[config.mk]
export PLATFORM = sky130hd
export DESIGN_NAME = frame_stats_monitor
export DESIGN_NICKNAME = d
export VERILOG_FILES = /design/src/rtl/frame_stats_monitor.sv
export SDC_FILE = /design/constraint.sdc
export NUM_CORES = 1
export LEC_CHECK = 0
export CAP_MARGIN = 30
export CORE_MARGIN = 2
export CORE_UTILIZATION = 60
export CTS_CLUSTER_SIZE = 8
export DETAILED_ROUTE_END_ITERATION = 8
export PLACE_DENSITY = 0.86
export SYNTH_ARGS = -nofsm -noshare
export SYNTH_HDL_FRONTEND = slang
export SYNTH_SLANG_ARGS = --single-unit
[constraint.sdc]
create_clock -name clk -period 7 [get_ports clk]
set_clock_uncertainty 0.15 [all_clocks]
set_input_delay 1.4 -clock clk [delete_from_list [all_inputs] [get_ports clk]]
set_output_delay 1.4 -clock clk [all_outputs]
set_load 0.01 [all_outputs]
[src/rtl/frame_stats_monitor.sv]
// frame_stats_monitor
// Per-frame statistics engine on the pixel-clock side of the camera path.
// Watches fv/lv/pd after byte-to-pixel conversion, measures each frame
// (line count, longest/shortest line, pixel checksum) and publishes a
// snapshot of every completed frame through a small read window.
//
// state   | meaning
// --------+-------------------------------------------------------------
// S_SYNC  | after reset/clear; waits for fv low so partial frames are dropped
// S_IDLE  | between frames; waits for fv rising edge
// S_FRAME | frame in progress; running stats accumulate
module frame_stats_monitor #(
    parameter int PIXEL_W = 10,
    parameter int CNT_W   = 16,
    parameter int FRAME_W = 8,
    parameter int SUM_W   = 16
) (
    input  logic               clk,
    input  logic               reset,
    input  logic               fv,
    input  logic               lv,
    input  logic [PIXEL_W-1:0] pd,
    input  logic               clear,
    input  logic [2:0]         rd_addr,
    output logic [31:0]        rd_data,
    output logic               snap_valid,
    output logic [FRAME_W-1:0] frame_count,
    output logic               in_frame
);

    typedef enum logic [1:0] {
        S_SYNC  = 2'd0,
        S_IDLE  = 2'd1,
        S_FRAME = 2'd2
    } state_t;

    localparam logic [CNT_W-1:0] CNT_MAX  = '1;
    localparam logic [31:0]      BLOCK_ID = 32'hF5A0_0001;

    state_t             r_state;
    logic               r_fv_q;
    logic               r_lv_q;

    logic [CNT_W-1:0]   r_cur_pix;
    logic [CNT_W-1:0]   r_line_cnt;
    logic [CNT_W-1:0]   r_max;
    logic [CNT_W-1:0]   r_min;
    logic [SUM_W-1:0]   r_sum;

    logic [CNT_W-1:0]   r_snap_lines;
    logic [CNT_W-1:0]   r_snap_max;
    logic [CNT_W-1:0]   r_snap_min;
    logic [SUM_W-1:0]   r_snap_sum;
    logic [FRAME_W-1:0] r_frame_count;
    logic               r_snap_valid;

    logic               r_ovf;
    logic               r_err_lv_no_fv;
    logic               r_err_lv_at_sof;
    logic [31:0]        r_rd_data;

    logic               w_rise_f;
    logic               w_fall_f;
    logic               w_fall_l;
    logic               w_in_frame;
    logic               w_pix;
    logic               w_line_end;
    logic               w_pix_sat;
    logic               w_line_sat;
    logic [SUM_W-1:0]   w_pd_ext;
    logic [CNT_W-1:0]   w_cur_pix_nxt;
    logic [CNT_W-1:0]   w_line_cnt_nxt;
    logic [CNT_W-1:0]   w_max_nxt;
    logic [CNT_W-1:0]   w_min_nxt;
    logic [SUM_W-1:0]   w_sum_nxt;
    logic [31:0]        w_rd_mux;

    assign w_rise_f   = fv & ~r_fv_q;
    assign w_fall_f   = ~fv & r_fv_q;
    assign w_fall_l   = ~lv & r_lv_q;
    assign w_in_frame = (r_state == S_FRAME);

    // A pixel is never qualified in the fall_f cycle (fv is low), so pixel
    // counting and line closing are mutually exclusive within one cycle.
    // A line still open when fv drops is closed as if lv had fallen.
    assign w_pix      = w_in_frame & fv & lv;
    assign w_line_end = w_in_frame & (w_fall_l | (w_fall_f & r_lv_q));
    assign w_pix_sat  = w_pix & (r_cur_pix == CNT_MAX);
    assign w_line_sat = w_line_end & (r_line_cnt == CNT_MAX);
    assign w_pd_ext   = SUM_W'(pd);

    // Next values of the running stats; the snapshot latches these so a
    // line closing on the frame-end edge is already included.
    always_comb begin
        w_cur_pix_nxt  = r_cur_pix;
        w_line_cnt_nxt = r_line_cnt;
        w_max_nxt      = r_max;
        w_min_nxt      = r_min;
        w_sum_nxt      = r_sum;
        if (w_pix) begin
            w_sum_nxt = r_sum + w_pd_ext;
            if (!w_pix_sat) begin
                w_cur_pix_nxt = r_cur_pix + 1'b1;
            end
        end
        if (w_line_end) begin
            w_cur_pix_nxt = '0;
            if (!w_line_sat) begin
                w_line_cnt_nxt = r_line_cnt + 1'b1;
            end
            if (r_cur_pix > r_max) begin
                w_max_nxt = r_cur_pix;
            end
            // line_cnt never wraps, so zero reliably marks the first line
            if ((r_line_cnt == '0) || (r_cur_pix < r_min)) begin
                w_min_nxt = r_cur_pix;
            end
        end
    end

    // Delayed fv/lv for edge detection; free-running, unaffected by clear.
    always_ff @(posedge clk or posedge reset) begin
        if (reset) begin
            r_fv_q <= 1'b0;
            r_lv_q <= 1'b0;
        end else begin
            r_fv_q <= fv;
            r_lv_q <= lv;
        end
    end

    // Frame FSM with running stats, snapshot capture and frame counter.
    always_ff @(posedge clk or posedge reset) begin
        if (reset) begin
            r_state       <= S_SYNC;
            r_cur_pix     <= '0;
            r_line_cnt    <= '0;
            r_max         <= '0;
            r_min         <= '0;
            r_sum         <= '0;
            r_snap_lines  <= '0;
            r_snap_max    <= '0;
            r_snap_min    <= '0;
            r_snap_sum    <= '0;
            r_frame_count <= '0;
            r_snap_valid  <= 1'b0;
        end else begin
            r_snap_valid <= 1'b0;
            if (clear) begin
                // clear outranks a coincident fall_f: the frame is dropped
                r_state       <= S_SYNC;
                r_cur_pix     <= '0;
                r_line_cnt    <= '0;
                r_max         <= '0;
                r_min         <= '0;
                r_sum         <= '0;
                r_snap_lines  <= '0;
                r_snap_max    <= '0;
                r_snap_min    <= '0;
                r_snap_sum    <= '0;
                r_frame_count <= '0;
            end else begin
                case (r_state)
                    S_SYNC: begin
                        if (!fv) begin
                            r_state <= S_IDLE;
                        end
                    end
                    S_IDLE: begin
                        if (w_rise_f) begin
                            r_state    <= S_FRAME;
                            r_cur_pix  <= '0;
                            r_line_cnt <= '0;
                            r_max      <= '0;
                            r_min      <= '0;
                            r_sum      <= '0;
                        end
                    end
                    S_FRAME: begin
                        r_cur_pix  <= w_cur_pix_nxt;
                        r_line_cnt <= w_line_cnt_nxt;
                        r_max      <= w_max_nxt;
                        r_min      <= w_min_nxt;
                        r_sum      <= w_sum_nxt;
                        if (w_fall_f) begin
                            r_state       <= S_IDLE;
                            r_snap_lines  <= w_line_cnt_nxt;
                            r_snap_max    <= w_max_nxt;
                            r_snap_min    <= w_min_nxt;
                            r_snap_sum    <= w_sum_nxt;
                            r_frame_count <= r_frame_count + 1'b1;
                            r_snap_valid  <= 1'b1;
                        end
                    end
                    default: r_state <= S_SYNC;
                endcase
            end
        end
    end

    // Sticky protocol errors and saturation flag.
    // The start-of-frame check only applies to a real frame start seen from
    // S_IDLE, so releasing reset in the middle of a frame does not flag it.
    always_ff @(posedge clk or posedge reset) begin
        if (reset) begin
            r_ovf           <= 1'b0;
            r_err_lv_no_fv  <= 1'b0;
            r_err_lv_at_sof <= 1'b0;
        end else if (clear) begin
            r_ovf           <= 1'b0;
            r_err_lv_no_fv  <= 1'b0;
            r_err_lv_at_sof <= 1'b0;
        end else begin
            if (lv && !fv) begin
                r_err_lv_no_fv <= 1'b1;
            end
            if (w_rise_f && lv && (r_state == S_IDLE)) begin
                r_err_lv_at_sof <= 1'b1;
            end
            if (w_pix_sat || w_line_sat) begin
                r_ovf <= 1'b1;
            end
        end
    end

    // Register window decode.
    always_comb begin
        w_rd_mux = 32'h0;
        case (rd_addr)
            3'd0: w_rd_mux = 32'(r_frame_count);
            3'd1: w_rd_mux = 32'(r_snap_lines);
            3'd2: w_rd_mux = 32'(r_snap_max);
            3'd3: w_rd_mux = 32'(r_snap_min);
            3'd4: w_rd_mux = 32'(r_snap_sum);
            3'd5: w_rd_mux = {26'b0, r_ovf, r_err_lv_at_sof, r_err_lv_no_fv,
                              w_in_frame, r_state};
            3'd6: w_rd_mux = BLOCK_ID;
            default: w_rd_mux = 32'h0;
        endcase
    end

    // Read data registered: reflects the address of the previous cycle.
    always_ff @(posedge clk or posedge reset) begin
        if (reset) begin
            r_rd_data <= 32'h0;
        end else begin
            r_rd_data <= w_rd_mux;
        end
    end

    assign rd_data     = r_rd_data;
    assign snap_valid  = r_snap_valid;
    assign frame_count = r_frame_count;
    assign in_frame    = w_in_frame;

endmodule
==> results.json, run 1 <==
{
  "yosys_warnings": 0,
  "wl_per_cell_um": 20.1,
  "max-cap-violations": 0,
  "portBuffers": 51,
  "fmax_mhz": 237,
  "first_pass_iters": 5,
  "path_buf_inv": 3,
  "ctsResizeCount": 0,
  "clk_path_buf_depth": 2,
  "layout_commonest_cell": "dfrtp_1",
  "status": "finished, final reports clean",
  "ys_seq_area_share_pct": 43.6,
  "drt_wl_total_mm": 26.2,
  "grt_max_degree": 84,
  "finalSetupViolations": 0,
  "synth_ff_type": "dfrtp_1",
  "cts-buffers-inserted": 17,
  "die-area_mm2": 0.0180,
  "antenna_cells": 0,
  "die_h_um": 134,
  "fin_area_mm2": 0.0112,
  "powerDensity_mw_per_mm2": 183,
  "grt_usage_pct": 30.2,
  "clock_sinks": 177,
  "crit_slowest_cell": "clkdlybuf4s50_1",
  "crit_fanout": 38,
  "dpl.hpwl_mm": 17.2,
  "post-route-drc-count": 0,
  "cts_setup_buffers": 0,
  "grt_pass1_wl_mm": 43.0,
  "start_util_pct": 61.3,
  "synth_edf_count": 0,
  "clk_latency_ns": 0.44,
  "fin_util_pct": 67.8,
  "syn_to_final_growth_pct": 10.7,
  "place_ws_ns": 2.48,
  "crit_type": "primary input to flip-flop",
  "antenna_found_initial": 0,
  "leakage_nw": 4.91,
  "core-area_mm2": 0.0166,
  "fp.dieW_um": 134,
  "max-slew-margin-rel_pct": 32.3,
  "critPathMaxStageDelay_ns": 0.76,
  "ant_nets": 0,
  "rows": 47,
  "drv_slew": 0,
  "grt_setup_unrepaired": "no",
  "synthArstFlopShare_pct": 100,
  "path_cells": "clkdlybuf4s50_1 -> or3b_1 -> buf_4 -> nor3b_2 -> buf_6 -> a22oi_1 -> a21boi_1 -> a31o_1 -> nand2_1",
  "finalPower_mw": 2.06,
  "cts-htree-levels": 4,
  "final_cell_mix": "dfrtp_1 (177), nand2_1 (119), nor2_1 (57), clkdlybuf4s50_1 (51), nand3_1 (50)",
  "synth_area_mm2": 0.0102,
  "fin_crit_sh_pct": 60.2,
  "gr-total-overflow": 0,
  "timing.final.ws_setup_ns": 2.79,
  "vdd_drop_max_mv": 0.170,
  "setup_tns_ns": 0,
  "gp_congestion": 0.890,
  "clk_pin_slew_ns": 0.07,
  "r2r_slack_ns": 3.39,
  "end_kind": "flip-flop",
  "cp-start-kind": "primary input",
  "min_period_ns": 4.21,
  "worstPathArrival_ns": 4.44,
  "crit_family": "buffers and inverters",
  "hold_class": "flip-flop to flip-flop",
  "required_ns": 7.23,
  "via_count": 8478,
  "dr.first_iter.drc_count": 963,
  "finalHoldViolCount": 0,
  "postPlaceCellArea_mm2": 0.0107,
  "syn_inst": 1066,
  "ctsHoldBuffers": 0,
  "synth-seq-cells": 177,
  "root_buffer": "clkbuf_16",
  "via_per_inst": 6.52,
  "drive_above_1_share_pct": 7.40,
  "num_io_pins": 60,
  "first_global_vias": 8389,
  "synth_area_per_cell_um2": 9.53,
  "cts_tree": "built",
  "synth.distinct_cells": 76,
  "layout.nets": 1132,
  "tightest_slew_ns": 1.01
}
[power by group]
group	total, mW	leakage [nW]	internal (mW)	switching (mW)
Combinational	0.108	2.18	0.0302	0.0779
Clock	0.924	0.268	0.509	0.415
Sequential	1.03	2.47	1.03	0.00288
[through the flow]
step                      std cells  hold WS [ns]
after global placement         1268         0.307
final                          1301         0.331
after detailed placement       1269         0.321
after CTS                      1301         0.334
after floorplan                1073         0.295
after global routing           1301         0.368
[final cells by class]
type                       count  area, um2
clock buffer                  20        457
clock inverter                12        110
fill                        1261       5340
inverter                      48        185
multi-input combinational    759       5160
sequential                   177       4430
tap                          220        275
timing repair buffer          65        619
[layer usage]
metal  vias up  GRT usage, %  share of wire [%]
li1       3857             -                  -
met1      4170          41.3                 43
met2       392          48.6                 48
met3        59          5.74                6.8
met4         0          10.4                2.2
met5         -             0                  0
[worst paths after layout]
kind / startpoint / endpoint / cells past startpoint
max: clear / r_snap_min[11] / 9
min: r_snap_max[7] / r_snap_max[7] / 2
max in group asynchronous: reset / r_min[5] / 3
min in group asynchronous: reset / r_snap_lines[15] / 2
max reg2reg: r_cur_pix[14] / r_max[4] / 7
min reg2reg: r_snap_max[7] / r_snap_max[7] / 2
[synthesized netlist by cell type, types with 8 or more instances]
cell        n  share of area, %
a21boi_1   15               1.1
a21o_1     23               1.7
a21oi_1    42               2.1
a22o_1     36               3.1
a22oi_1    24               1.8
a31o_1     16               1.4
a31oi_1    17               1.0
a32o_1     18               1.8
and3_1     11              0.68
buf_1       9              0.33
buf_2      13              0.64
buf_4      20               1.5
clkbuf_1   44               1.6
dfrtp_1   177                44
ha_1       45               5.5
inv_1      47               1.7
mux2_2     11               1.2
mux2i_1    30               3.0
nand2_1   119               4.4
nand3_1    50               2.5
nand4_1    11              0.68
nor2_1     57               2.1
nor3_1      9              0.44
o211ai_1    8              0.59
o21ai_0    44               2.2
o21ai_1    46               2.3
o31ai_1     8              0.59
xnor2_1    13               1.1
xor2_1     13               1.1
[cell families (layout without fill, tap and decap cells)]
kind of cell	Yosys count	in the layout	synth area share [%]
simple gates	302	302	14.2
xor+xnor	26	26	2.24
compound gates	331	331	22.8
other cells	1	8	0.0369
mux	46	46	5.28
buf+inv	137	145	6.18
flops	177	177	43.6
fa+ha+maj	46	46	5.74
[sequential cells by signal, summed over array words and instances, names as in the netlist]
signal           cells
frame_count          8
r_cur_pix           16
r_err_lv_at_sof      1
r_err_lv_no_fv       1
r_fv_q               1
r_line_cnt          16
r_lv_q               1
r_max               16
r_min               16
r_ovf                1
r_snap_lines        16
r_snap_max          16
r_snap_min          16
r_snap_sum          16
r_state              2
r_sum               16
rd_data             17
snap_valid           1
[worst register-to-register path: stages, from the launching register on]
cell and delay, ns:
dfrtp_1 0.54, ha_1 0.38, nand4_1 0.23, nor4_1 0.41
o21ai_0 0.24, a31oi_4 0.67, and2_1 0.65, a22o_1 0.26
No activity file was read; power rests on OpenSTA's default activity.
==> inputs of run 2 (changes only) <==
clock period = 4.3 ns   (was 7 ns; I/O delays follow)
==> run 2 against run 1 <==
Sequential cell count unchanged; power increased by 69%; non-clock buffer count is 21 higher; core utilization grew 1.3 points; clock power is 75% higher; register-to-register slack worse by 2.4 ns; worst hold slack better by 0.0016 ns; global-route usage grew 1.7 points; sequential power increased by 62%; combinational power is 73% higher; wire length increased by 4.2%; critical path type is now flip-flop to flip-flop; largest cell class unchanged; highest routed layer unchanged.
==> results.json, run 2 (synthesis gave the netlist of run 1 again) <==
{
  "first_global_vias": 8518,
  "fmax_mhz": 299,
  "drt_wl_total_mm": 27.3,
  "cp-start-kind": "flip-flop",
  "post-route-drc-count": 0,
  "syn_to_final_growth_pct": 12.7,
  "antenna_cells": 0,
  "max-cap-violations": 0,
  "grt_setup_unrepaired": "no",
  "clk_latency_ns": 0.44,
  "pwr-share-clk_pct": 46.5,
  "powerDensity_mw_per_mm2": 304,
  "crit_fanout": 16,
  "worstPathArrival_ns": 3.57,
  "postPlaceCellArea_mm2": 0.0108,
  "timing.final.ws_setup_ns": 0.954,
  "tightest_slew_ns": 0.986,
  "p_switching_uw": 798,
  "die_h_um": 134,
  "clk_pin_slew_ns": 0.07,
  "gp_congestion": 0.880,
  "regArea_mm2": 0.00443,
  "ctsHoldBuffers": 0,
  "drive_above_1_share_pct": 9.07,
  "finalPower_mw": 3.48,
  "setup_tns_ns": 0,
  "first_pass_iters": 6,
  "start_util_pct": 61.3,
  "cts-buffers-inserted": 17,
  "ctsResizeCount": 0,
  "gr-total-overflow": 0,
  "antenna_found_initial": 0,
  "clk_path_buf_depth": 2,
  "vdd_drop_max_mv": 0.327,
  "finalSetupViolations": 0,
  "final_cell_mix": "dfrtp_1 (177), nand2_1 (119), nor2_1 (57), clkdlybuf4s50_1 (51), nand3_1 (50)",
  "grt_max_degree": 52,
  "ant_nets": 0,
  "die-area_mm2": 0.0180,
  "grt_usage_pct": 31.9,
  "root_buffer": "clkbuf_16",
  "fin_util_pct": 69.0,
  "required_ns": 4.53,
  "cts_tree": "built",
  "wl_per_cell_um": 20.7,
  "fin_area_mm2": 0.0114,
  "portBuffers": 51,
  "dpl.hpwl_mm": 18.0,
  "dr.first_iter.drc_count": 963,
  "seq_power_share_pct": 48.1,
  "pwr-share-comb_pct": 5.4,
  "internal-power_mw": 2.68,
  "finalHoldViolCount": 0,
  "multi_input_area_mm2": 0.00516,
  "layout_commonest_cell": "dfrtp_1",
  "core-area_mm2": 0.0166,
  "fp.dieW_um": 134,
  "largest_reg_flops": 17,
  "cts_setup_buffers": 0,
  "hold_class": "flip-flop to flip-flop",
  "crit_type": "flip-flop to flip-flop",
  "cts-htree-levels": 4,
  "via_per_inst": 6.59,
  "layout.nets": 1153,
  "swShare_pct": 22.9,
  "num_io_pins": 60,
  "rows": 47,
  "end_kind": "flip-flop",
  "place_ws_ns": 0.730,
  "via_count": 8707,
  "min_period_ns": 3.35,
  "clock_sinks": 177,
  "grt_pass1_wl_mm": 44.6,
  "fillerInstances": 1219,
  "leakage_nw": 5.05,
  "status": "finished, final reports clean",
  "max-slew-margin-rel_pct": 33.8,
  "drv_slew": 0,
  "fin_crit_sh_pct": 77.8
}
run 2: changes by cell type in the layout (fill, tap and decap cells not counted), sizes merged:
| cell | before | now |
|---|---|---|
| clkinv | 6 | 4 |
| clkbuf | 20 | 22 |
| bufinv | 1 | 3 |
| buf | 14 | 35 |
| inv | 49 | 47 |
run 2: path summary, 6_finish.rpt:
path | end | slack, ns | start | cells past startpoint
worst max-delay path | r_max[3] | 0.95 | r_cur_pix[13] | 8
worst min-delay path | r_snap_sum[10] | 0.33 | r_snap_sum[10] | 2
worst max register to register | r_max[3] | 0.95 | r_cur_pix[13] | 8
worst min register to register | r_snap_sum[10] | 0.33 | r_snap_sum[10] | 2
max in group asynchronous | r_snap_sum[13] | 2.49 | reset | 3
min in group asynchronous | r_sum[1] | 0.73 | reset | 2
run 2: through the flow:
stage                     instances  hold slack (ns)
final                          1322            0.333
after global placement         1290            0.307
after global routing           1322            0.342
after floorplan                1073            0.295
after CTS                      1322            0.334
after detailed placement       1290            0.320
run 2: final cells by class:
type | count | area share, %
clock buffer | 22 | 4.14
clock inverter | 10 | 1.16
inverter | 48 | 1.61
tap | 220 | 2.40
timing repair buffer | 86 | 6.97
sequential | 177 | 38.7
multi-input combinational | 759 | 45.0
run 2: power groups by stage:
stage	Combinational [mW]	Sequential, mW	Clock [mW]
finish	0.187	1.67	1.62
global route	0.204	1.67	1.70
CTS	0.185	1.67	1.62
detailed placement	0.182	1.70	0
global placement	0.180	1.70	0
floorplan	0.115	1.70	0
run 2: layer usage:
layer,track usage [%],vias to the layer above,share of wire (%)
li1,-,3905,-
met1,42.0,4219,40
met2,50.6,489,47
met3,7.29,94,9.0
met4,14.5,0,4.2
met5,0,-,0
run 2: critical path, cell delays in order, from the launching register on:
cell	delay (ns)
dfrtp_1	0.54
ha_1	0.39
nand4_1	0.18
nor4_1	0.55
o21ai_0	0.22
a31oi_2	0.24
buf_4	0.24
and2_1	0.51
a22o_1	0.24
==> inputs of run 3 (changes only) <==
CORE_UTILIZATION = 55   (was 60)
PLACE_DENSITY = 0.83   (was 0.86)
clock period = 2.96 ns   (was 4.3 ns; I/O delays follow)
==> run 3 against run 2 <==
Cell area increased by 3.7%; largest power group unchanged; global-route usage decreased by 3.4 points; via count about the same; sequential power increased by 46%; clock power increased by 49%; worst hold slack improved by 0.0064 ns.
==> results.json, run 3 (synthesis gave the netlist of run 1 again) <==
{
  "p_switching_mw": 1.14,
  "fin_crit_sh_pct": 93.2,
  "syn_to_final_growth_pct": 16.9,
  "post-route-drc-count": 0,
  "grt_usage_pct": 28.4,
  "grt_pass1_wl_mm": 44.6,
  "die-area_mm2": 0.0196,
  "crit_fanout": 8,
  "clk_pin_slew_ns": 0.07,
  "fmax_mhz": 362,
  "drt_wl_total_mm": 27.1,
  "swShare_pct": 22.2,
  "max-cap-violations": 0,
  "fp.dieW_um": 140,
  "end_kind": "flip-flop",
  "drive_above_1_share_pct": 12.0,
  "vdd_drop_max_mv": 0.415,
  "crit_family": "simple AND/OR/NAND/NOR gates",
  "num_io_pins": 60,
  "r2r_slack_ns": 0.20,
  "final_cell_count_no_fill": 1367,
  "grt_setup_unrepaired": "no",
  "wl_per_cell_um": 19.8,
  "leakage_nw": 5.30,
  "ant_nets": 0,
  "fillerInstances": 1385,
  "finalPower_mw": 5.14,
  "holdWs_ns": 0.339,
  "fin_area_mm2": 0.0119,
  "cts-buffers-inserted": 17,
  "start_util_pct": 56.4,
  "status": "finished, final reports clean",
  "gr-total-overflow": 0,
  "antenna_found_initial": 0,
  "ctsHoldBuffers": 0,
  "first_global_vias": 8632,
  "cp.depth": 10,
  "cp_common_cell": "buf_4",
  "pwr-share-comb_pct": 5.6,
  "rr_worst_depth": 10,
  "hold_class": "flip-flop to flip-flop",
  "crit_slowest_cell": "dfrtp_1",
  "first_pass_iters": 5,
  "layout_commonest_cell": "dfrtp_1",
  "critPathMaxStageDelay_ns": 0.39,
  "cts_tree": "built",
  "tightest_slew_ns": 1.06,
  "powerDensity_mw_per_mm2": 432,
  "multi_input_area_mm2": 0.00516,
  "dr.first_iter.drc_count": 785,
  "core-area_mm2": 0.0180,
  "finalHoldViolCount": 0,
  "required_ns": 3.17,
  "portBuffers": 51,
  "placed_cells": 1335,
  "dpl.hpwl_mm": 18.4,
  "via_per_inst": 6.37,
  "regArea_mm2": 0.00443,
  "root_buffer": "clkbuf_16",
  "max-slew-margin-rel_pct": 29.2,
  "setup_tns_ns": 0,
  "final_cell_mix": "dfrtp_1 (177), nand2_1 (119), buf_4 (60), nor2_1 (57), clkdlybuf4s50_1 (51)",
  "clk_path_buf_depth": 2,
  "grt_max_degree": 133,
  "gp_congestion": 0.943,
  "drv_slew": 0,
  "worstPathArrival_ns": 2.97,
  "internal-power_mw": 4.00,
  "cts_setup_buffers": 0,
  "largest_reg_flops": 17,
  "rows": 49,
  "crit_type": "flip-flop to flip-flop",
  "cts-htree-levels": 4,
  "seq_power_share_pct": 47.4,
  "path_cells": "inv_1 -> ha_1 -> nand4_1 -> nor4_2 -> o21ai_0 -> a31oi_2 -> buf_4 -> and2_1 -> buf_4 -> a22o_1",
  "rr_endpoint": "r_max[2]",
  "die_h_um": 140,
  "pwr-share-clk_pct": 47.0,
  "path_buf_inv": 3,
  "cp-start-kind": "flip-flop",
  "ctsResizeCount": 0,
  "min_period_ns": 2.76,
  "worstSetupStartpoint": "r_max[15]",
  "timing.rr.start": "r_max[15]",
  "finalSetupViolations": 0,
  "postPlaceCellArea_mm2": 0.0112,
  "clk_latency_ns": 0.44,
  "layout.nets": 1189,
  "endpoint": "r_max[2]",
  "antenna_cells": 0,
  "clock_sinks": 177,
  "via_count": 8704
}
[run 3: worst reg2reg max path, cell delays in order, from the launching register on]
cell     delay (ns)
dfrtp_1        0.39
inv_1          0.07
ha_1           0.31
nand4_1        0.22
nor4_2         0.37
o21ai_0        0.19
a31oi_2        0.30
buf_4          0.17
and2_1         0.16
buf_4          0.18
a22o_1         0.18
[run 3: final cells by class]
class / instances / share of cell area, %
Timing Repair Buffer: 122 / 9.95
Tap cell: 229 / 2.41
Multi-Input combinational cell: 759 / 43.5
Sequential cell: 177 / 37.3
Clock inverter: 10 / 1.32
Clock buffer: 22 / 3.99
Inverter: 48 / 1.55
[run 3: per-stage QoR]
| stage | utilization, % | worst slack (ns) |
|---|---|---|
| 2_1_floorplan | - | -0.0486 |
| 3_3_place_gp | 62.3 | -0.0580 |
| 3_5_place_dp | 62.3 | -0.122 |
| 4_1_cts | 65.8 | 0.141 |
| 5_1_grt | 65.9 | 0.0859 |
| 6_report | 65.9 | 0.201 |
[run 3: worst min-delay path by stage]
stage / slack, ns / end / from / depth (start not counted)
finish: 0.34 / r_snap_max[11] / r_snap_max[11] / 2
CTS: 0.34 / rd_data[15] / r_snap_sum[15] / 2
detailed placement: 0.33 / r_snap_lines[13] / r_snap_lines[13] / 2
global route: 0.37 / r_snap_max[14] / r_snap_max[14] / 2
floorplan: 0.29 / r_snap_lines[3] / r_snap_lines[3] / 2
global placement: 0.31 / r_snap_max[12] / r_snap_max[12] / 2
[run 3: per-layer routing]
layer / share of wire, % / GRT usage [%] / vias up
li1: - / - / 3970
met5: 0 / 0 / -
met2: 48 / 45.5 / 411
met4: 2.9 / 11.7 / 0
met1: 41 / 37.8 / 4257
met3: 7.9 / 6.22 / 66
[run 3: power by group through the flow]
stage	Clock (mW)	Sequential, mW	Combinational, mW
floorplan	0	2.48	0.167
global placement	0	2.48	0.279
finish	2.42	2.43	0.287
detailed placement	0	2.48	0.284
global route	2.54	2.43	0.311
CTS	2.43	2.43	0.287
